--- config.mk ---
export PLATFORM = sky130hd
export DESIGN_NAME = ex_hazard_unit
export DESIGN_NICKNAME = d
export VERILOG_FILES = /design/src/rtl/mips_pipe_pkg.sv /design/src/rtl/hazard_sat_counter.sv /design/src/rtl/ex_hazard_unit.sv
export SDC_FILE = /design/constraint.sdc
export NUM_CORES = 1
export LEC_CHECK = 0
export BUFFER_PORTS_ARGS = -buffer_cell sky130_fd_sc_hd__buf_2
export CAP_MARGIN = 25
export CORE_MARGIN = 2
export CORE_UTILIZATION = 40
export DETAILED_ROUTE_END_ITERATION = 12
export PLACE_DENSITY = 0.61
export SLEW_MARGIN = 30
export SYNTH_ARGS = -nofsm -noshare
export SYNTH_HDL_FRONTEND = slang
export SYNTH_SLANG_ARGS = --single-unit
--- constraint.sdc ---
create_clock -name clk -period 5.3 [get_ports clk]
set_input_delay 1.06 -clock clk [delete_from_list [all_inputs] [get_ports clk]]
set_output_delay 1.06 -clock clk [all_outputs]
set_load 0.005 [all_outputs]
--- src/rtl/mips_pipe_pkg.sv ---
// Shared pipeline definitions: forwarding mux encodings, the zero register and
// the shadow-stage destination record.
package mips_pipe_pkg;

   localparam int unsigned REG_W = 5;
   localparam int unsigned FWD_W = 2;

   localparam logic [FWD_W-1:0] FWD_RF  = 2'b00;
   localparam logic [FWD_W-1:0] FWD_MEM = 2'b01;
   localparam logic [FWD_W-1:0] FWD_WB  = 2'b10;

   localparam logic [REG_W-1:0] REG_ZERO = 5'd0;

   typedef struct packed {
      logic [REG_W-1:0] rd;
      logic             regwr;
      logic             load;
   } shadow_t;

endpackage

--- src/rtl/hazard_sat_counter.sv ---
// Saturating event counter: counts cycles with inc high and holds at all-ones.
module hazard_sat_counter #(
   parameter int unsigned W = 16
) (
   input  logic         clk,
   input  logic         rst,
   input  logic         inc,
   output logic [W-1:0] cnt
);

   logic [W-1:0] cnt_q;
   logic [W-1:0] cnt_d;

   always_comb begin
      cnt_d = cnt_q;
      if (inc && (cnt_q != {W{1'b1}})) begin
         cnt_d = cnt_q + W'(1);
      end
   end

   always_ff @(posedge clk or posedge rst) begin
      if (rst) begin
         cnt_q <= '0;
      end else begin
         cnt_q <= cnt_d;
      end
   end

   assign cnt = cnt_q;

endmodule

--- src/rtl/ex_hazard_unit.sv ---
// EX-stage hazard and forwarding controller: same-cycle stall/flush/forward
// selects from ID/EX plus a private MEM/WB destination shadow and event counters.
module ex_hazard_unit
   import mips_pipe_pkg::*;
#(
   parameter int unsigned CNT_W = 16
) (
   input  logic             clk,
   input  logic             rst,
   input  logic [REG_W-1:0] id_rs,
   input  logic [REG_W-1:0] id_rt,
   input  logic             id_use_rs,
   input  logic             id_use_rt,
   input  logic [REG_W-1:0] ex_rs,
   input  logic [REG_W-1:0] ex_rt,
   input  logic [REG_W-1:0] ex_rd,
   input  logic             ex_regwr,
   input  logic             ex_mem2reg,
   input  logic             ex_br_taken,
   output logic             stall,
   output logic             flush_if_id,
   output logic             flush_id_ex,
   output logic [FWD_W-1:0] fwd_a_sel,
   output logic [FWD_W-1:0] fwd_b_sel,
   output logic [CNT_W-1:0] stall_cnt,
   output logic [CNT_W-1:0] flush_cnt
);

   shadow_t mem_q, mem_d;
   shadow_t wb_q,  wb_d;

   logic lu;
   logic br;

   // Shadow MEM/WB destination pipeline; a flushed ID/EX carries regwr=0.
   always_comb begin
      mem_d       = mem_q;
      wb_d        = wb_q;
      mem_d.rd    = ex_rd;
      mem_d.regwr = ex_regwr;
      mem_d.load  = ex_mem2reg;
      wb_d.rd     = mem_q.rd;
      wb_d.regwr  = mem_q.regwr;
      wb_d.load   = 1'b0;
   end

   always_ff @(posedge clk or posedge rst) begin
      if (rst) begin
         mem_q <= '0;
         wb_q  <= '0;
      end else begin
         mem_q <= mem_d;
         wb_q  <= wb_d;
      end
   end

   // Operand source select; MEM beats WB, loads in MEM and $0 never forward.
   function automatic logic [FWD_W-1:0] fwd_sel(input logic [REG_W-1:0] src,
                                                input shadow_t          mem,
                                                input shadow_t          wb);
      logic [FWD_W-1:0] sel;
      sel = FWD_RF;
      if (mem.regwr && !mem.load && (mem.rd != REG_ZERO) && (mem.rd == src)) begin
         sel = FWD_MEM;
      end else if (wb.regwr && (wb.rd != REG_ZERO) && (wb.rd == src)) begin
         sel = FWD_WB;
      end
      return sel;
   endfunction

   always_comb begin
      lu          = 1'b0;
      br          = 1'b0;
      stall       = 1'b0;
      flush_if_id = 1'b0;
      flush_id_ex = 1'b0;
      fwd_a_sel   = FWD_RF;
      fwd_b_sel   = FWD_RF;
      if (!rst) begin
         lu = ex_regwr && ex_mem2reg && (ex_rd != REG_ZERO) &&
              ((id_use_rs && (id_rs == ex_rd)) || (id_use_rt && (id_rt == ex_rd)));
         br = ex_br_taken;
         // A taken branch kills the consumer anyway, so it overrides the stall.
         stall       = lu && !br;
         flush_if_id = br;
         flush_id_ex = br || lu;
         fwd_a_sel   = fwd_sel(ex_rs, mem_q, wb_q);
         fwd_b_sel   = fwd_sel(ex_rt, mem_q, wb_q);
      end
   end

   hazard_sat_counter #(.W(CNT_W)) u_stall_cnt (
      .clk (clk),
      .rst (rst),
      .inc (stall),
      .cnt (stall_cnt)
   );

   hazard_sat_counter #(.W(CNT_W)) u_flush_cnt (
      .clk (clk),
      .rst (rst),
      .inc (br),
      .cnt (flush_cnt)
   );

endmodule

After elaboration in Yosys (flattened, before gate mapping). Cells that the tools add are included.

Logic and storage cells: 48. Input port bits: 32. Output and inout port bits: 39. Flip-flop bits (word level): 45.

Muxes and demuxes: 9. Reduce and logical (&&, ||, !) cells: 22. Equal/unequal tests: 8. Add/subtract/negate cells: 2.

Operators with widths (count): $add A16 B1 Y16 const B (2); $ne A16 B16 Y1 const B (2); $eq A5 B5 Y1 (6); $logic_and A1 B1 Y1 (15); $reduce_bool A5 Y1 (3); $mux W2 (6); $mux W1 (3); $logic_not A1 Y1 (2); $logic_or A1 B1 Y1 (2).

Logic depth before layout (Yosys ltp). Gate-level depths: netlist of run 1.

Word-level depth: 7. Gate-level depth with buffers: 6. Gate-level depth less buffers: 6.

Cells and area by module. From an unflattened synthesis of run 1, not the netlist that was laid out.

Cell total of the unflattened synthesis: 211. Area total of the unflattened synthesis: 2367.3 um2.

Modules (own cells, without submodules): hazard_sat_counter (area an instance 805.8 um2, cells an instance 71, times used 2); ex_hazard_unit (area an instance 755.7 um2, cells an instance 69, times used 1).

Worst setup path after synthesis of run 1. No wires, ideal clock.

Kind: input to output. Start: in rst. End: out fwd_a_sel[1]. Stages on the path: 4. Setup slack: 1.466 ns. Data arrival time: 2.774 ns. Path through: inv_1 -> o211ai_1 -> nor4_1 -> and4_1.

Word-level cells in the longest chain between the ends: 1.

RTL lines: start: declaration (RTL line ex_hazard_unit.sv:9) `input logic rst,`; $mux W2 (RTL line ex_hazard_unit.sv:79) `if (!rst) begin`; end: declaration (RTL line ex_hazard_unit.sv:23) `output logic [FWD_W-1:0] fwd_a_sel,`.

No other way between the ends.

Worst setup path in the final report of run 1.
Start: in ex_rd[1]. End: out flush_id_ex.

Word-level cells in the longest chain between the ends: 6. Elaborated cells between the ends (all ways): 10. Classes of those cells: eq/ne (2); mux (1); reduce/logical (7).

RTL lines: start: declaration (RTL line ex_hazard_unit.sv:16) `input logic [REG_W-1:0] ex_rd,`; $eq A5 B5 Y1 (RTL line ex_hazard_unit.sv:81) `((id_use_rs && (id_rs == ex_rd)) || (id_use_rt && (id_rt == ex_rd)));`; $logic_and A1 B1 Y1 (RTL line ex_hazard_unit.sv:81); $logic_or A1 B1 Y1 (RTL line ex_hazard_unit.sv:81); $logic_and A1 B1 Y1 * (RTL line ex_hazard_unit.sv:80) `lu = ex_regwr && ex_mem2reg && (ex_rd != REG_ZERO) &&`; $logic_or A1 B1 Y1 * (RTL line ex_hazard_unit.sv:86) `flush_id_ex = br || lu;`; $mux W1 * (RTL line ex_hazard_unit.sv:79); end: declaration (RTL line ex_hazard_unit.sv:22) `output logic flush_id_ex,`.

Every way passes the cells marked *; elsewhere a longest branch is shown, timed or not.

==> results of run 1 <==
-- per-stage QoR --
step | total power, uW | hold slack, ns
after floorplan | 485.5 | 0.3465
after detailed placement | 551.0 | 0.3599
after global routing | 788.2 | 0.4070
after global placement | 545.7 | 0.3523
final | 742.9 | 0.3855
after CTS | 754.8 | 0.3931
-- state kept, by name (all words and copies together), names as in the netlist --
| signal | flops |
|---|---|
| mem_q | 7 |
| u_flush_cnt.cnt | 16 |
| u_stall_cnt.cnt | 16 |
| wb_q | 6 |
-- worst max-delay path, delay by kind of cell --
kind                   cells  cell delay, ns
AO/OA/AOI/OAI              2            0.42
AND/OR/NAND/NOR            2            0.77
buffers and inverters      2            0.25
-- power by group through the flow --
stage	clock, uW	combinational [uW]	sequential, uW
2_1_floorplan	0	73.4	412
3_3_place_gp	0	129	417
3_5_place_dp	0	133	418
4_1_cts	210	133	411
5_1_grt	221	150	417
6_report	203	130	411
-- final timing paths --
| path | end | slack, ns |
|---|---|---|
| setup / recovery | flush_id_ex | 1.75 |
| hold / removal | wb_q[1] | 0.39 |
| setup reg to reg | u_stall_cnt.cnt[1] | 3.22 |
| hold reg to reg | wb_q[1] | 0.39 |
| max in group asynchronous | mem_q[2] | 3.95 |
| min in group asynchronous | u_flush_cnt.cnt[4] | 0.98 |
-- logic make-up after synthesis --
kind of cell / Yosys count / synth area share
flops: 45 / 0.4769
xor+xnor: 54 / 0.2003
simple gates: 94 / 0.2210
mux: 5 / 0.02332
compound gates: 16 / 0.05246
fa+ha+maj: 2 / 0.01060
buf+inv: 7 / 0.01537
-- layout make-up --
cell class,count,area (sq um),area share
clock buffers,8,80.08,0.02789
inverters,3,11.26,0.003922
multi-input cells,171,1199,0.4174
flip-flops and latches,45,1126,0.3922
well taps,72,90.09,0.03137
repair buffers,72,365.4,0.1272
-- layer usage --
| metal | track usage | vias up | wire length [microns] | part of all wire |
|---|---|---|---|---|
| li1 | - | 937 | - | - |
| met1 | 0.2080 | 890 | 2262 | 0.46 |
| met2 | 0.2620 | 55 | 2294 | 0.47 |
| met3 | 0.04000 | 7 | 262 | 0.054 |
| met4 | 0.04576 | 0 | 61 | 0.013 |
| met5 | 0 | - | 0 | 0 |
-- cell usage in the layout, fill, tap and decap left out, drive strengths merged, types with 3 or more instances in the layout --
cell type / n
nor4b: 3
xnor2: 32
xor2: 22
nor3: 5
or4: 5
nand3: 15
nand4: 13
clkbuf: 8
a21oi: 5
inv: 3
nor2: 14
nor4: 4
and3: 7
buf: 72
dfrtp: 45
nand2: 17
mux2: 4
==> flow_metrics.env, run 1 <==
export IMPL_hp_class="reg2reg"
export IMPL_insertion_delay_ns=0.30
export IMPL_cts_root_buf="clkbuf_8"
export IMPL_syn2layout_area_growth_pct=21.62
export IMPL_first_pass_iters=4
export IMPL_hold_start="mem_q[1]"
export IMPL_gp_congestion=0.8272
export IMPL_initialDrtViolationCount=63
export IMPL_ys_async_sr_fraction=1.000
export IMPL_grt_max_degree=47
export IMPL_hold_buffers=0
export IMPL_synth_edf_count=0
export IMPL_cp_max_fo=6
export IMPL_vias_per_cell=5.092
export IMPL_cts_buffers=5
export IMPL_swShare=0.2845
export IMPL_synthFlopType="dfrtp_1"
export IMPL_synthCells=223
export IMPL_yosysMostFrequentCell="dfrtp_1"
export IMPL_drive_gt1_frac=0.2776
export IMPL_drv_cap=0
export IMPL_dieArea_sq_um=6533
export IMPL_synth_common_cells="45 x dfrtp_1, 32 x xnor2_1, 22 x xor2_1"
export IMPL_diodes=0
export IMPL_fin_skew_ns=0.008395
export IMPL_synth_area_leaders="dfrtp_1 48%, xnor2_1 12%, xor2_1 8.2%"
export IMPL_dp_hpwl_mm=3.742
export IMPL_drc=0
export IMPL_start_kind="primary input"
export IMPL_slew_violations=0
export IMPL_dieHeight_microns=80.83
export IMPL_cts_max_level=2
export IMPL_antenna_left=0
export IMPL_wl_mm=4.880
export IMPL_cts_setup_buffers=0
export IMPL_wl_per_cell_microns=13.15
export IMPL_arrival_ns=2.49
export IMPL_endpoint_kind="output port"
export IMPL_ctsLongestPathBuffers=2
export IMPL_critical_path_startpoint="ex_rd[1]"
export IMPL_power_leakage_uw=0.001376
export IMPL_fillerInstances=530
export IMPL_required_ns=4.24
export IMPL_p_per_area_nw_per_um2=258.7
export IMPL_rows=27
export IMPL_reg2reg_depth=6
export IMPL_combPwrFrac=0.175
export IMPL_vdd_ir_drop_max_v=0.0001367
export IMPL_port_buffers=70
export IMPL_pwr_share_seq=0.553
export IMPL_io_pins=71
export IMPL_grt_pass1_vias=1825
export IMPL_grt_pass1_wl_mm=8.238
export IMPL_synth_nets=257
export IMPL_grt_total_usage=0.1593
export IMPL_reg2reg_from="u_stall_cnt.cnt[0]"
export IMPL_setup_violations=0
export IMPL_power_switching_uw=211.3
export IMPL_post_place_cells=363
export IMPL_avgSynthCellArea_sq_um=10.59
export IMPL_post_place_ws_ns=1.729
export IMPL_placement_cell_area_sq_um=2791
export IMPL_antenna_found_initial=0
export IMPL_synth_top_cell_by_area="dfrtp_1"
export IMPL_fmax_mhz=281.4
export IMPL_final_min_clock_period_ns=3.553
export IMPL_grt_overflow_total=0
export IMPL_synth_area_sq_um=2361
export IMPL_status="finished, final reports clean"
export IMPL_fin_cells=371
export IMPL_critPathKind="in2out"
export IMPL_path_cells="buf_2 > or4_4 > o211ai_4 > and2b_1 > o21a_1 > buf_2"
export IMPL_cpMostUsedCell="buf_2"
export IMPL_via_count=1889
export IMPL_synth_top_area_frac=0.4769
export IMPL_hold_violations=0
export IMPL_fp_coreArea_sq_um=5608
export IMPL_utilization=0.5120
export IMPL_ys_seq_area_frac=0.4769
export IMPL_cpPeakStageDelay_ns=0.55
export IMPL_cts_repair_resized=0
export IMPL_path_clk_slew_ns=0.08
export IMPL_tritoncts="yes"
export IMPL_fin_area_sq_um=2872
export IMPL_setup_tns_final_ns=0
export IMPL_internal_power_uw=531.5
export IMPL_synth_seq_cells=45
export IMPL_slew_headroom=0.5862
export IMPL_power_share_clock=0.273
export IMPL_tightest_slew_ns=0.6173
export IMPL_holdPathStages=0
export IMPL_synth_cell_types=42
export IMPL_setup_ws_ns=1.747
export IMPL_rsz0062_at_grt="no"
export IMPL_start_util=0.4210
export IMPL_final_nets=332
export IMPL_cpMaxStageDelayCell="or4_4"
export IMPL_ys_warn_count=0
export IMPL_period_share=0.6705
export IMPL_clkSinkCount=45
export IMPL_die_x_microns=80.83
No activity file was read; power rests on OpenSTA's default activity.
==> run 2, diff against run 1 <==
ABC_AREA = 1   (was default)
PLACE_DENSITY = 0.59   (was 0.61)
clock period = 3.44 ns   (was 5.3 ns; I/O delays follow)
==> run 2 against run 1 <==
- first-iteration DRC count rose by 35%
- worst setup slack got worse by 0.71 ns
- global-route usage increased by 1.8 points
- combinational power up 78%
- critical endpoint is now fwd_a_sel[1]
- largest cell class unchanged
- largest power group unchanged
- highest routed layer unchanged
==> flow_metrics.env, run 2 <==
export IMPL_synth_cell_types=27
export IMPL_avgSynthCellArea_sq_um=7.600
export IMPL_synthCells=363
export IMPL_status="finished, final reports clean"
export IMPL_hp_class="reg2reg"
export IMPL_endpoint_kind="output port"
export IMPL_cts_setup_buffers=0
export IMPL_p_per_area_nw_per_um2=357.2
export IMPL_final_nets=470
export IMPL_cts_buffers=5
export IMPL_grt_pass1_wl_mm=10.86
export IMPL_slew_violations=0
export IMPL_synth_top_cell_by_area="dfrtp_1"
export IMPL_fmax_mhz=416.4
export IMPL_met1_usage=0.2335
export IMPL_cts_max_level=2
export IMPL_dp_hpwl_mm=4.812
export IMPL_fin_area_sq_um=3259
export IMPL_setup_tns_final_ns=0
export IMPL_path_clk_slew_ns=0.08
export IMPL_cts_repair_resized=0
export IMPL_dieArea_sq_um=7578
export IMPL_drc=0
export IMPL_synth_area_leaders="dfrtp_1 41%, nand2_1 18%, xor2_1 7.0%"
export IMPL_yosysMostFrequentCell="nand2_1"
export IMPL_hold_start="mem_q[1]"
export IMPL_insertion_delay_ns=0.29
export IMPL_rsz0062_at_grt="no"
export IMPL_drv_cap=0
export IMPL_start_util=0.4106
export IMPL_ys_async_sr_fraction=1.000
export IMPL_fp_coreArea_sq_um=6719
export IMPL_antenna_found_initial=0
export IMPL_initialDrtViolationCount=85
export IMPL_ys_seq_area_frac=0.4082
export IMPL_vias_per_cell=4.893
export IMPL_first_pass_iters=4
export IMPL_critPathKind="in2out"
export IMPL_grtUsageMet2=0.2970
export IMPL_dieHeight_microns=87.05
export IMPL_placement_cell_area_sq_um=3186
export IMPL_layout_common_cells="131 x nand2_1, 70 x buf_2, 45 x dfrtp_1, 41 x inv_1"
export IMPL_busiest_layer="met2"
export IMPL_port_buffers=70
export IMPL_period_share=0.6981
export IMPL_diodes=0
export IMPL_synthFlopType="dfrtp_1"
export IMPL_wl_per_cell_microns=12.16
export IMPL_hold_violations=0
export IMPL_power_leakage_uw=0.001762
export IMPL_critical_path_startpoint="rst"
export IMPL_layout_commonest_cell="nand2_1"
export IMPL_fillerInstances=691
export IMPL_arrival_ns=1.71
export IMPL_antenna_left=0
export IMPL_drive_gt1_frac=0.2207
export IMPL_fin_cells=515
export IMPL_grt_pass1_vias=2365
export IMPL_via_count=2520
export IMPL_clkSinkCount=45
export IMPL_grt_total_usage=0.1771
export IMPL_reg2reg_from="u_flush_cnt.cnt[0]"
export IMPL_gp_congestion=0.8953
export IMPL_grt_max_degree=31
export IMPL_required_ns=2.75
export IMPL_power_total_uw=1164
export IMPL_synth_edf_count=0
export IMPL_hold_worst_slack_ns=0.3880
export IMPL_ctsLongestPathBuffers=2
export IMPL_io_pins=71
export IMPL_setup_violations=0
export IMPL_hold_buffers=0
export IMPL_wl_mm=6.261
export IMPL_post_place_cells=509
export IMPL_slew_headroom=0.6008
export IMPL_tritoncts="yes"
export IMPL_syn2layout_area_growth_pct=18.14
export IMPL_synth_nets=397
export IMPL_die_x_microns=87.05
export IMPL_fin_skew_ns=0.005049
export IMPL_start_kind="primary input"
export IMPL_synth_common_cells="131 x nand2_1, 45 x dfrtp_1, 42 x inv_1"
export IMPL_synth_seq_cells=45
export IMPL_synth_area_sq_um=2759
export IMPL_cp_max_fo=18
export IMPL_synth_top_area_frac=0.4082
export IMPL_final_min_clock_period_ns=2.401
export IMPL_cts_root_buf="clkbuf_8"
export IMPL_rows=30
export IMPL_grt_use_met3=0.04171
export IMPL_vdd_ir_drop_max_v=0.0001422
export IMPL_ys_warn_count=0
export IMPL_grt_overflow_total=0
export IMPL_tightest_slew_ns=0.5981
## run 2: cell types whose count changed after synthesis, sizes merged, moves of 5 or more
cell    change
and3        -7
inv        +42
nand2     +115
nand3b      +5
nor2       +13
nor3        +9
o21ai      +10
or4         -5
xnor2      -13
## run 2: cell families (layout without fill, tap and decap cells)
logic type	after synthesis	after routing	share of synthesized area
AND/OR/NAND/NOR	211	211	0.3546
buffers and inverters	50	122	0.07256
flip-flops	45	45	0.4082
XOR/XNOR	41	41	0.1302
AO/OA/AOI/OAI	14	14	0.02539
adder cells (fa/ha/maj)	2	2	0.009069
## run 2: worst paths after layout
kind                                       to  slack [ns]  cells past startpoint
hold reg to reg                       wb_q[1]        0.39                      0
setup reg to reg           u_flush_cnt.cnt[9]        1.17                      8
setup / recovery                 fwd_a_sel[1]        1.04                      7
hold / removal                        wb_q[1]        0.39                      0
min in group asynchronous            mem_q[5]        0.41                      2
max in group asynchronous  u_stall_cnt.cnt[1]        2.31                      3
## run 2: metrics by stage
| stage | util | worst slack (ns) |
|---|---|---|
| global route | 0.4851 | 0.8953 |
| floorplan | - | 0.5270 |
| CTS | 0.4851 | 1.020 |
| finish | 0.4851 | 1.039 |
| global placement | 0.4741 | 1.038 |
| detailed placement | 0.4741 | 1.017 |
## run 2: critical path, cell delays in order
cell,delay (ns)
buf_2,0.14
inv_2,0.29
o21ai_0,0.14
a21oi_1,0.14
nand3_1,0.09
nor2_1,0.11
buf_2,0.12
## run 2: cell type report
cell class,instances,area [sq um],share of cell area
multi-input combinational,268,1433,0.4395
sequential,45,1126,0.3455
timing repair buffer,71,357.8,0.1098
inverter,45,168.9,0.05182
tap,80,100.1,0.03071
clock buffer,5,68.82,0.02111
clock inverter,1,5.005,0.001536
## run 2: report_power, final
| part | switching, uW | internal (uW) |
|---|---|---|
| logic | 128 | 104 |
| clock network | 170 | 134 |
| registers | 54.2 | 575 |
## run 2: per-layer routing
metal / routed length [microns] / vias to the layer above
met5: 0 / -
met3: 307 / 4
met4: 37 / 0
met1: 2920 / 1196
met2: 2995 / 48
li1: - / 1272
==> run 3, diff against run 2 <==
PLACE_DENSITY = 0.62   (was 0.59)
clock period = 2.18 ns   (was 3.44 ns; I/O delays follow)
==> run 3 against run 2 <==
- sequential share of layout area down 0.65 points
- register-to-register slack worse by 0.75 ns
- total power up 73%
- sequential power up 58%
- hold slack worse by 0.11 ns
- routed wire length down 1.5%
- final cell count up 0.78%
==> flow_metrics.env, run 3 (synthesis gave the netlist of run 2 again) <==
export IMPL_arrival_ns=1.56
export IMPL_cp_endpoint="fwd_b_sel[1]"
export IMPL_initialDrtViolationCount=101
export IMPL_vdd_ir_drop_max_v=0.0003428
export IMPL_reg2reg_depth=9
export IMPL_antenna_found_initial=0
export IMPL_wl_per_cell_microns=11.89
export IMPL_path_clk_slew_ns=0.08
export IMPL_p_per_area_nw_per_um2=606.7
export IMPL_post_place_ws_ns=0.3531
export IMPL_diodes=0
export IMPL_hp_class="in2reg"
export IMPL_via_count=2444
export IMPL_ff2ff_setup_slack_ns=0.42
export IMPL_cts_setup_buffers=0
export IMPL_reg2reg_from="u_flush_cnt.cnt[0]"
export IMPL_start_util=0.4106
export IMPL_critical_path_startpoint="mem_q[4]"
export IMPL_cts_max_level=2
export IMPL_grt_pass1_wl_mm=10.72
export IMPL_vias_per_cell=4.709
export IMPL_setup_ws_ns=0.1865
export IMPL_fmax_mhz=501.6
export IMPL_grt_max_degree=46
export IMPL_critPathKind="reg2out"
export IMPL_dieArea_sq_um=7578
export IMPL_drv_cap=0
export IMPL_dp_hpwl_mm=4.673
export IMPL_insertion_delay_ns=0.30
export IMPL_rows=30
export IMPL_fp_coreArea_sq_um=6719
export IMPL_grt_pass1_vias=2343
export IMPL_tightest_slew_ns=0.5789
export IMPL_wl_mm=6.169
export IMPL_power_leakage_uw=0.001784
export IMPL_grt_total_usage=0.1766
export IMPL_setup_violations=0
export IMPL_busiest_layer="met2"
export IMPL_fillerInstances=661
export IMPL_drive_gt1_frac=0.2301
export IMPL_clkSinkCount=45
export IMPL_cts_buffers=5
export IMPL_layout_common_cells="131 x nand2_1, 70 x buf_2, 44 x dfrtp_1, 41 x inv_1"
export IMPL_start_kind="register"
export IMPL_drc=0
export IMPL_endpoint_kind="output port"
export IMPL_hold_violations=0
export IMPL_hold_buffers=0
export IMPL_gp_congestion=0.8545
export IMPL_first_pass_iters=4
export IMPL_die_x_microns=87.05
export IMPL_fin_area_sq_um=3326
export IMPL_grt_overflow_total=0
export IMPL_antenna_left=0
export IMPL_cp_max_fo=4
export IMPL_fin_skew_ns=0.01031
export IMPL_cts_repair_resized=0
export IMPL_grt_use_met3=0.03981
export IMPL_status="finished, final reports clean"
export IMPL_slew_headroom=0.6141
export IMPL_placement_cell_area_sq_um=3204
export IMPL_slew_violations=0
export IMPL_r2r_end="u_flush_cnt.cnt[4]"
export IMPL_final_min_clock_period_ns=1.993
export IMPL_grtUsageMet2=0.2956
export IMPL_final_nets=472
export IMPL_cts_root_buf="clkbuf_8"
export IMPL_layout_commonest_cell="nand2_1"
export IMPL_met1_usage=0.2299
export IMPL_tritoncts="yes"
export IMPL_port_buffers=70
export IMPL_rsz0062_at_grt="no"
export IMPL_syn2layout_area_growth_pct=20.54
export IMPL_io_pins=71
export IMPL_required_ns=1.74
export IMPL_dieHeight_microns=87.05
export IMPL_setup_tns_final_ns=0
export IMPL_ctsLongestPathBuffers=2
export IMPL_period_share=0.9144
export IMPL_hold_worst_slack_ns=0.2789
==> run 3: cell types whose count changed in the layout (fill, tap and decap cells not counted), sizes merged <==
cell,previous run,this run
buf,71,73
bufinv,0,1
clkbuf,5,6
clkinv,1,0
clkinvlp,0,2
inv,45,44
==> run 3: cell type report <==
type	instances	area, sq um	area share
tap	80	100.1	0.03010
multi-input combinational	268	1433	0.4308
sequential	45	1127	0.3390
clock buffer	6	82.58	0.02483
inverter	45	172.7	0.05192
clock inverter	2	37.54	0.01129
timing repair buffer	73	372.9	0.1121
==> run 3: worst max-delay path, stage by stage (launching register included) <==
cell and delay (ns):
dfrtp_2 0.46, nor3_1 0.20, nand2_1 0.06, nand3b_1 0.18, nor3_1 0.08, nor3_1 0.14
buf_2 0.14
==> run 3: where the power goes <==
group	internal, uW	switching (uW)	leakage, uW
sequential	907	86.3	0.000585
clock	373	290	0.0000574
combinational	164	196	0.00114
==> run 3: worst min-delay path by stage <==
stage	start	end	slack, ns	cells after the start
after floorplan	mem_q[1]	wb_q[1]	0.35	0
after global placement	mem_q[1]	wb_q[1]	0.36	0
after detailed placement	mem_q[1]	wb_q[1]	0.37	0
after CTS	ex_mem2reg	mem_q[0]	0.27	1
after global routing	ex_mem2reg	mem_q[0]	0.25	1
final	ex_mem2reg	mem_q[0]	0.28	1
==> run 3: metal layers <==
| layer | routed length, microns | share of wire |
|---|---|---|
| met1 | 2853 | 0.46 |
| met2 | 3069 | 0.50 |
| met3 | 222 | 0.036 |
| met4 | 24 | 0.0039 |
| met5 | 0 | 0 |
==> run 3: metrics by stage <==
| stage | util | total power (uW) | std cells |
|---|---|---|---|
| after global placement | 0.4769 | 1369 | 511 |
| after global routing | 0.4950 | 2154 | 519 |
| after detailed placement | 0.4769 | 1378 | 511 |
| after floorplan | - | 1215 | 363 |
| after CTS | 0.4948 | 2053 | 519 |
| final | 0.4950 | 2018 | 519 |
